File: src/rtl/bus_pkg.sv
// Shared definitions for the 2-bit serial system bus.
// Lane bit positions, RW encodings and the slave frame states.
package bus_pkg;

    localparam int VALID_BIT = 1;
    localparam int DATA_BIT  = 0;

    localparam logic RW_WRITE = 1'b1;
    localparam logic RW_READ  = 1'b0;

    typedef enum logic [2:0] {
        IDLE,
        ADDR,
        WDATA,
        TURN,
        RDATA
    } state_e;

endpackage

File: src/rtl/slave_regfile.sv
// Slave-local register file: one synchronous write port,
// two combinational read ports, asynchronous clear.
module slave_regfile #(
    parameter int ADDR_W = 4,
    parameter int DATA_W = 8
) (
    input  logic              clk,
    input  logic              reset,
    input  logic              we,
    input  logic [ADDR_W-1:0] waddr,
    input  logic [DATA_W-1:0] wdata,
    input  logic [ADDR_W-1:0] raddr,
    output logic [DATA_W-1:0] rdata,
    input  logic [ADDR_W-1:0] dbg_addr,
    output logic [DATA_W-1:0] dbg_data
);

    localparam int DEPTH = 2 ** ADDR_W;

    logic [DATA_W-1:0] mem [DEPTH];

    always_ff @(posedge clk or negedge reset) begin
        if (!reset) begin
            for (int i = 0; i < DEPTH; i++) begin
                mem[i] <= '0;
            end
        end else if (we) begin
            mem[waddr] <= wdata;
        end
    end

    assign rdata    = mem[raddr];
    assign dbg_data = mem[dbg_addr];

endmodule

File: src/rtl/bus_slave_port.sv
// Slave end of the serial bus: deserialises master frames,
// writes the local register file and serialises read data back.
module bus_slave_port
    import bus_pkg::*;
#(
    parameter int ADDR_W = 4,
    parameter int DATA_W = 8
) (
    input  logic              clk,
    input  logic              reset,
    input  logic [1:0]        data_in,
    output logic [1:0]        data_out,
    output logic              busy,
    output logic              wr_pulse,
    output logic              err,
    input  logic [ADDR_W-1:0] dbg_addr,
    output logic [DATA_W-1:0] dbg_data
);

    localparam int CNT_MAX = (ADDR_W > DATA_W) ? ADDR_W : DATA_W;
    localparam int CNT_W   = $clog2(CNT_MAX + 1);

    state_e state, state_nxt;

    logic              valid;
    logic              sbit;
    logic              rw;
    logic [ADDR_W-1:0] addr_sh;
    logic [DATA_W-2:0] wd_sh;
    logic [DATA_W-1:0] rd_sh;
    logic [CNT_W-1:0]  cnt;

    logic [ADDR_W-1:0] addr_full;
    logic [DATA_W-1:0] data_full;
    logic [DATA_W-1:0] rdata;
    logic              last_addr;
    logic              last_data;

    logic              we;
    logic              err_nxt;
    logic              wr_nxt;
    logic [1:0]        out_nxt;

    assign valid     = data_in[VALID_BIT];
    assign sbit      = data_in[DATA_BIT];
    assign addr_full = {addr_sh[ADDR_W-2:0], sbit};
    assign data_full = {wd_sh, sbit};
    assign last_addr = (cnt == CNT_W'(ADDR_W - 1));
    assign last_data = (cnt == CNT_W'(DATA_W - 1));
    assign busy      = (state != IDLE);

    // Read address is the fully assembled address, so the word
    // is captured on the same edge that enters TURN.
    slave_regfile #(
        .ADDR_W (ADDR_W),
        .DATA_W (DATA_W)
    ) u_regfile (
        .clk      (clk),
        .reset    (reset),
        .we       (we),
        .waddr    (addr_sh),
        .wdata    (data_full),
        .raddr    (addr_full),
        .rdata    (rdata),
        .dbg_addr (dbg_addr),
        .dbg_data (dbg_data)
    );

    always_ff @(posedge clk or negedge reset) begin
        if (!reset) begin
            state <= IDLE;
        end else begin
            state <= state_nxt;
        end
    end

    always_comb begin
        state_nxt = state;
        err_nxt   = 1'b0;
        wr_nxt    = 1'b0;
        out_nxt   = 2'b00;
        we        = 1'b0;
        unique case (state)
            IDLE: begin
                if (valid) begin
                    state_nxt = ADDR;
                end
            end
            ADDR: begin
                if (!valid) begin
                    state_nxt = IDLE;
                    err_nxt   = 1'b1;
                end else if (last_addr) begin
                    state_nxt = (rw == RW_WRITE) ? WDATA : TURN;
                end
            end
            WDATA: begin
                if (!valid) begin
                    state_nxt = IDLE;
                    err_nxt   = 1'b1;
                end else if (last_data) begin
                    state_nxt = IDLE;
                    we        = 1'b1;
                    wr_nxt    = 1'b1;
                end
            end
            TURN: begin
                err_nxt   = valid;
                state_nxt = RDATA;
                out_nxt   = {1'b1, rd_sh[DATA_W-1]};
            end
            RDATA: begin
                err_nxt = valid;
                if (last_data) begin
                    state_nxt = IDLE;
                end else begin
                    out_nxt = {1'b1, rd_sh[DATA_W-1]};
                end
            end
            default: state_nxt = IDLE;
        endcase
    end

    always_ff @(posedge clk or negedge reset) begin
        if (!reset) begin
            data_out <= 2'b00;
            wr_pulse <= 1'b0;
            err      <= 1'b0;
            rw       <= RW_READ;
            addr_sh  <= '0;
            wd_sh    <= '0;
            rd_sh    <= '0;
            cnt      <= '0;
        end else begin
            data_out <= out_nxt;
            wr_pulse <= wr_nxt;
            err      <= err_nxt;
            // Counter restarts on every state change and idles at zero.
            if (state_nxt != state || state == IDLE) begin
                cnt <= '0;
            end else begin
                cnt <= cnt + CNT_W'(1);
            end
            unique case (state)
                IDLE: begin
                    if (valid) begin
                        rw <= sbit;
                    end
                end
                ADDR: begin
                    if (valid) begin
                        addr_sh <= addr_full;
                        if (last_addr) begin
                            rd_sh <= rdata;
                        end
                    end
                end
                WDATA: begin
                    if (valid) begin
                        wd_sh <= data_full[DATA_W-2:0];
                    end
                end
                TURN, RDATA: begin
                    rd_sh <= rd_sh << 1;
                end
                default: ;
            endcase
        end
    end

endmodule
File: config.mk
export PLATFORM = sky130hd
export DESIGN_NAME = bus_slave_port
export DESIGN_NICKNAME = d
export VERILOG_FILES = /design/src/rtl/bus_pkg.sv /design/src/rtl/slave_regfile.sv /design/src/rtl/bus_slave_port.sv
export SDC_FILE = /design/constraint.sdc
export NUM_CORES = 1
export LEC_CHECK = 0
export ABC_AREA = 1
export BUFFER_PORTS_ARGS = -buffer_cell sky130_fd_sc_hd__buf_2
export CAP_MARGIN = 0
export CORE_ASPECT_RATIO = 1.25
export CORE_MARGIN = 2
export CORE_UTILIZATION = 35
export CTS_CLUSTER_SIZE = 8
export DETAILED_ROUTE_END_ITERATION = 16
export PLACE_DENSITY = 0.49
export SETUP_SLACK_MARGIN = 0.02
export SLEW_MARGIN = 20
export SYNTH_ARGS = -nofsm -noshare
export SYNTH_HDL_FRONTEND = slang
export SYNTH_SLANG_ARGS = --single-unit
File: constraint.sdc
create_clock -name clk -period 2.09 [get_ports clk]
set_input_delay 0.1045 -clock clk [delete_from_list [all_inputs] [get_ports clk]]
set_output_delay 0.1045 -clock clk [all_outputs]
set_load 0.1 [all_outputs]
==> results.py <==
metrics = {
    "outcome": {
        "status": "complete, no violations",
    },
    "clocking": {
        "cts_root_buf": "clkbuf_16",
        "clock-sinks": 159,
        "numCtsBuffers": 17,
        "cts_tree": "done",
        "clk_latency_ns": 0.44,
        "h-tree-depth": 4,
        "cts_max_path_buffers": 2,
        "path_clk_slew_ns": 0.06,
    },
    "worst_setup_path": {
        "slowest_delay_ns": 0.39,
        "critPathKind": "flip-flop to flip-flop",
        "path_cells": "inv_1 > nor2_1 > nand2_2 > nor2_4 > nand2_1 > nor3_2 > nand2_1 > buf_4 > nand2_1 > o21ai_0",
        "cpMostUsedCell": "nand2_1",
        "crit_path_max_fanout": 10,
        "crit_path_start_kind": "flip-flop",
        "cp.required_ns": 2.38,
        "r2r_start": "state[1]",
        "regToRegSetupSlack_ns": 0.16,
        "end_kind": "flip-flop",
        "cpMaxStageDelayCell": "dfrtp_1",
        "rr_endpoint": "u_regfile.mem[30]",
        "arrival_ns": 2.21,
        "worst-r2r-cell-count": 10,
    },
    "timing": {
        "post-route-period-util": 0.922,
        "skew_ns": 0.00993,
        "layout_setup_ws_ns": 0.163,
        "maxSlewViolCount": 0,
        "slew_headroom": 0.509,
        "min_period_ns": 1.93,
        "max_clock_freq_mhz": 519,
        "worstMarginPinSlew_ns": 0.736,
        "setup_viol": 0,
        "hold_viol": 0,
        "rsz0062_at_grt": "yes",
        "holdWs_ns": 0.138,
    },
    "routing": {
        "drtIter0Drc": 665,
        "via_per_inst": 5.03,
        "route.detailed.drc": 0,
        "avgRoutedWirePerCell_um": 17.5,
        "final_antenna_net_count": 0,
        "via_count": 7692,
        "firstDrtPassIters": 6,
        "wirelength_um": 26700,
    },
    "layout": {
        "final_util": 0.415,
        "final_cell_mix": "372 x nand2_1, 203 x o21ai_0, 158 x dfrtp_1",
        "area_growth_pct": 16.0,
        "final_nets": 1200,
        "n_antenna_cell": 0,
        "drive_gt1_frac": 0.0889,
        "mostFrequentLayoutCell": "nand2_1",
    },
    "synthesis": {
        "synthesis.nets": 1186,
        "ys_ff_latch": 159,
        "synth_fa_ha_area_frac": 0.00146,
        "ys_warn_count": 0,
        "synth-async-reset-ratio": 1.00,
        "yosys.cell_types.count": 29,
        "synth_xor_area_frac": 0.00205,
        "synth_top_family_by_area": "simple AND/OR/NAND/NOR gates",
        "avgSynthCellArea_um2": 7.26,
        "synth_area_mm2": 0.00854,
        "yosys.area_share.simple": 0.255,
        "synthCells": 1177,
        "synth-seq-area-share": 0.466,
        "synth-compound-area-share": 0.180,
        "synth.area.mux_share": 0.00703,
        "synth_ff_type": "dfrtp_1",
        "synth-edff-count": 0,
    },
    "global_route": {
        "antenna_found_initial": 0,
        "grt_first_pass_wirelength_um": 42600,
        "grt_pass1_vias": 7406,
        "grt_usage": 0.220,
        "overflow": 0,
        "grt_max_degree": 83,
    },
    "placement": {
        "numPortBuffers": 20,
        "place_hpwl_um": 18000,
        "place.gp.congestion": 0.821,
        "dpl_worst_slack_ns": 0.167,
    },
    "worst_hold_path": {
        "hold_path.class": "input pin to asynchronous set/reset pin",
    },
    "floorplanning": {
        "die_h_um": 179,
        "fp.dieW_um": 144,
        "rows": 63,
        "core_mm2": 0.0239,
        "ios": 21,
        "dieArea_mm2": 0.0257,
        "start_util": 0.358,
    },
    "power_and_ir_drop": {
        "ir_worst_vdd_uv": 474,
        "power_mw": 8.61,
        "powerDensity_mw_per_mm2": 869,
        "p_leak_nw": 4.55,
    },
    "run": {
        "max-cap-violations": 0,
    },
}
through the flow:
stage / TNS, ns / area [um^2] / std cells
4_1_cts: 0 / 9900 / 1527
2_1_floorplan: 0 / 8540 / 1177
3_5_place_dp: 0 / 9280 / 1494
3_3_place_gp: 0 / 9280 / 1494
5_1_grt: -0.0310 / 9910 / 1528
6_report: 0 / 9910 / 1528
critical path, delay by kind of cell, from the launching register on:
family,cells,cell delay [ns]
AND/OR/NAND/NOR,7,1.04
flip-flops,1,0.39
buffers and inverters,2,0.27
AO/OA/AOI/OAI,1,0.07
layout make-up:
| cell class | count | area, um^2 |
|---|---|---|
| Inverter | 107 | 402 |
| Clock buffer | 22 | 464 |
| Sequential cell | 159 | 3980 |
| Tap cell | 325 | 407 |
| Timing Repair Buffer | 72 | 712 |
| Clock inverter | 9 | 135 |
| Multi-Input combinational cell | 834 | 3810 |
| Fill cell | 2501 | 14000 |
where the power goes:
group	switching (mW)	internal (mW)
sequential	0.112	3.21
combinational	1.48	0.552
clock	1.31	1.94
per-layer routing:
layer | vias to the layer above | GRT usage | part of all wire
met5 | - | 0 | 0
met4 | 0 | 0.0768 | 0.022
met3 | 31 | 0.0299 | 0.041
met2 | 201 | 0.373 | 0.49
met1 | 3606 | 0.289 | 0.45
li1 | 3854 | - | -
repair_timing:
item                       4_1_cts  5_1_grt
setup buffers                    0        1
resized for setup                0        2
hold buffers                     2        0
hold endpoints to repair        41        0
setup endpoints to repair        0       13
worst max path at each step:
stage                            from            endpoint  slack (ns)  cells past startpoint
after global routing           cnt[0]  u_regfile.mem[126]       -0.02                      7
final                        state[1]   u_regfile.mem[30]        0.16                     10
after global placement       state[1]   u_regfile.mem[31]        0.24                     10
after floorplan           dbg_addr[1]         dbg_data[1]        0.25                      6
after detailed placement     state[1]   u_regfile.mem[26]        0.17                     10
after CTS                    state[1]   u_regfile.mem[30]        0.16                     10
state kept, by name, summed over array words and instances (netlist names):
register and count:
addr_sh 4, cnt 4, data_out 2, err 1, rd_sh 8, rw 1
state 3, u_regfile.mem 128, wd_sh 7, wr_pulse 1
logic make-up (layout without fill, tap and decap cells):
family / count (synthesis) / count (layout)
and+or+nand+nor: 535 / 535
AOI/OAI and AO/OA: 290 / 290
buffers and inverters: 184 / 210
DFF: 159 / 159
muxes: 6 / 6
xor gates and xnor gates: 2 / 2
adders and majority gates: 1 / 1
synth_stat cells (2+ instances only):
library cell,n,share of area
nand4_1,10,0.0073
o21ai_0,203,0.12
clkbuf_1,50,0.022
buf_1,4,0.0018
nand3_1,79,0.046
nor2_1,59,0.026
dfrtp_1,159,0.47
nor3_2,2,0.0023
o21ai_1,3,0.0018
nand2_1,373,0.16
clkinv_1,5,0.0022
inv_1,102,0.045
nor3_1,7,0.0041
buf_6,6,0.0079
mux2i_1,6,0.0070
a21oi_1,50,0.029
o211ai_1,32,0.028
buf_2,16,0.0094
Power figures use the tool's default switching activity.
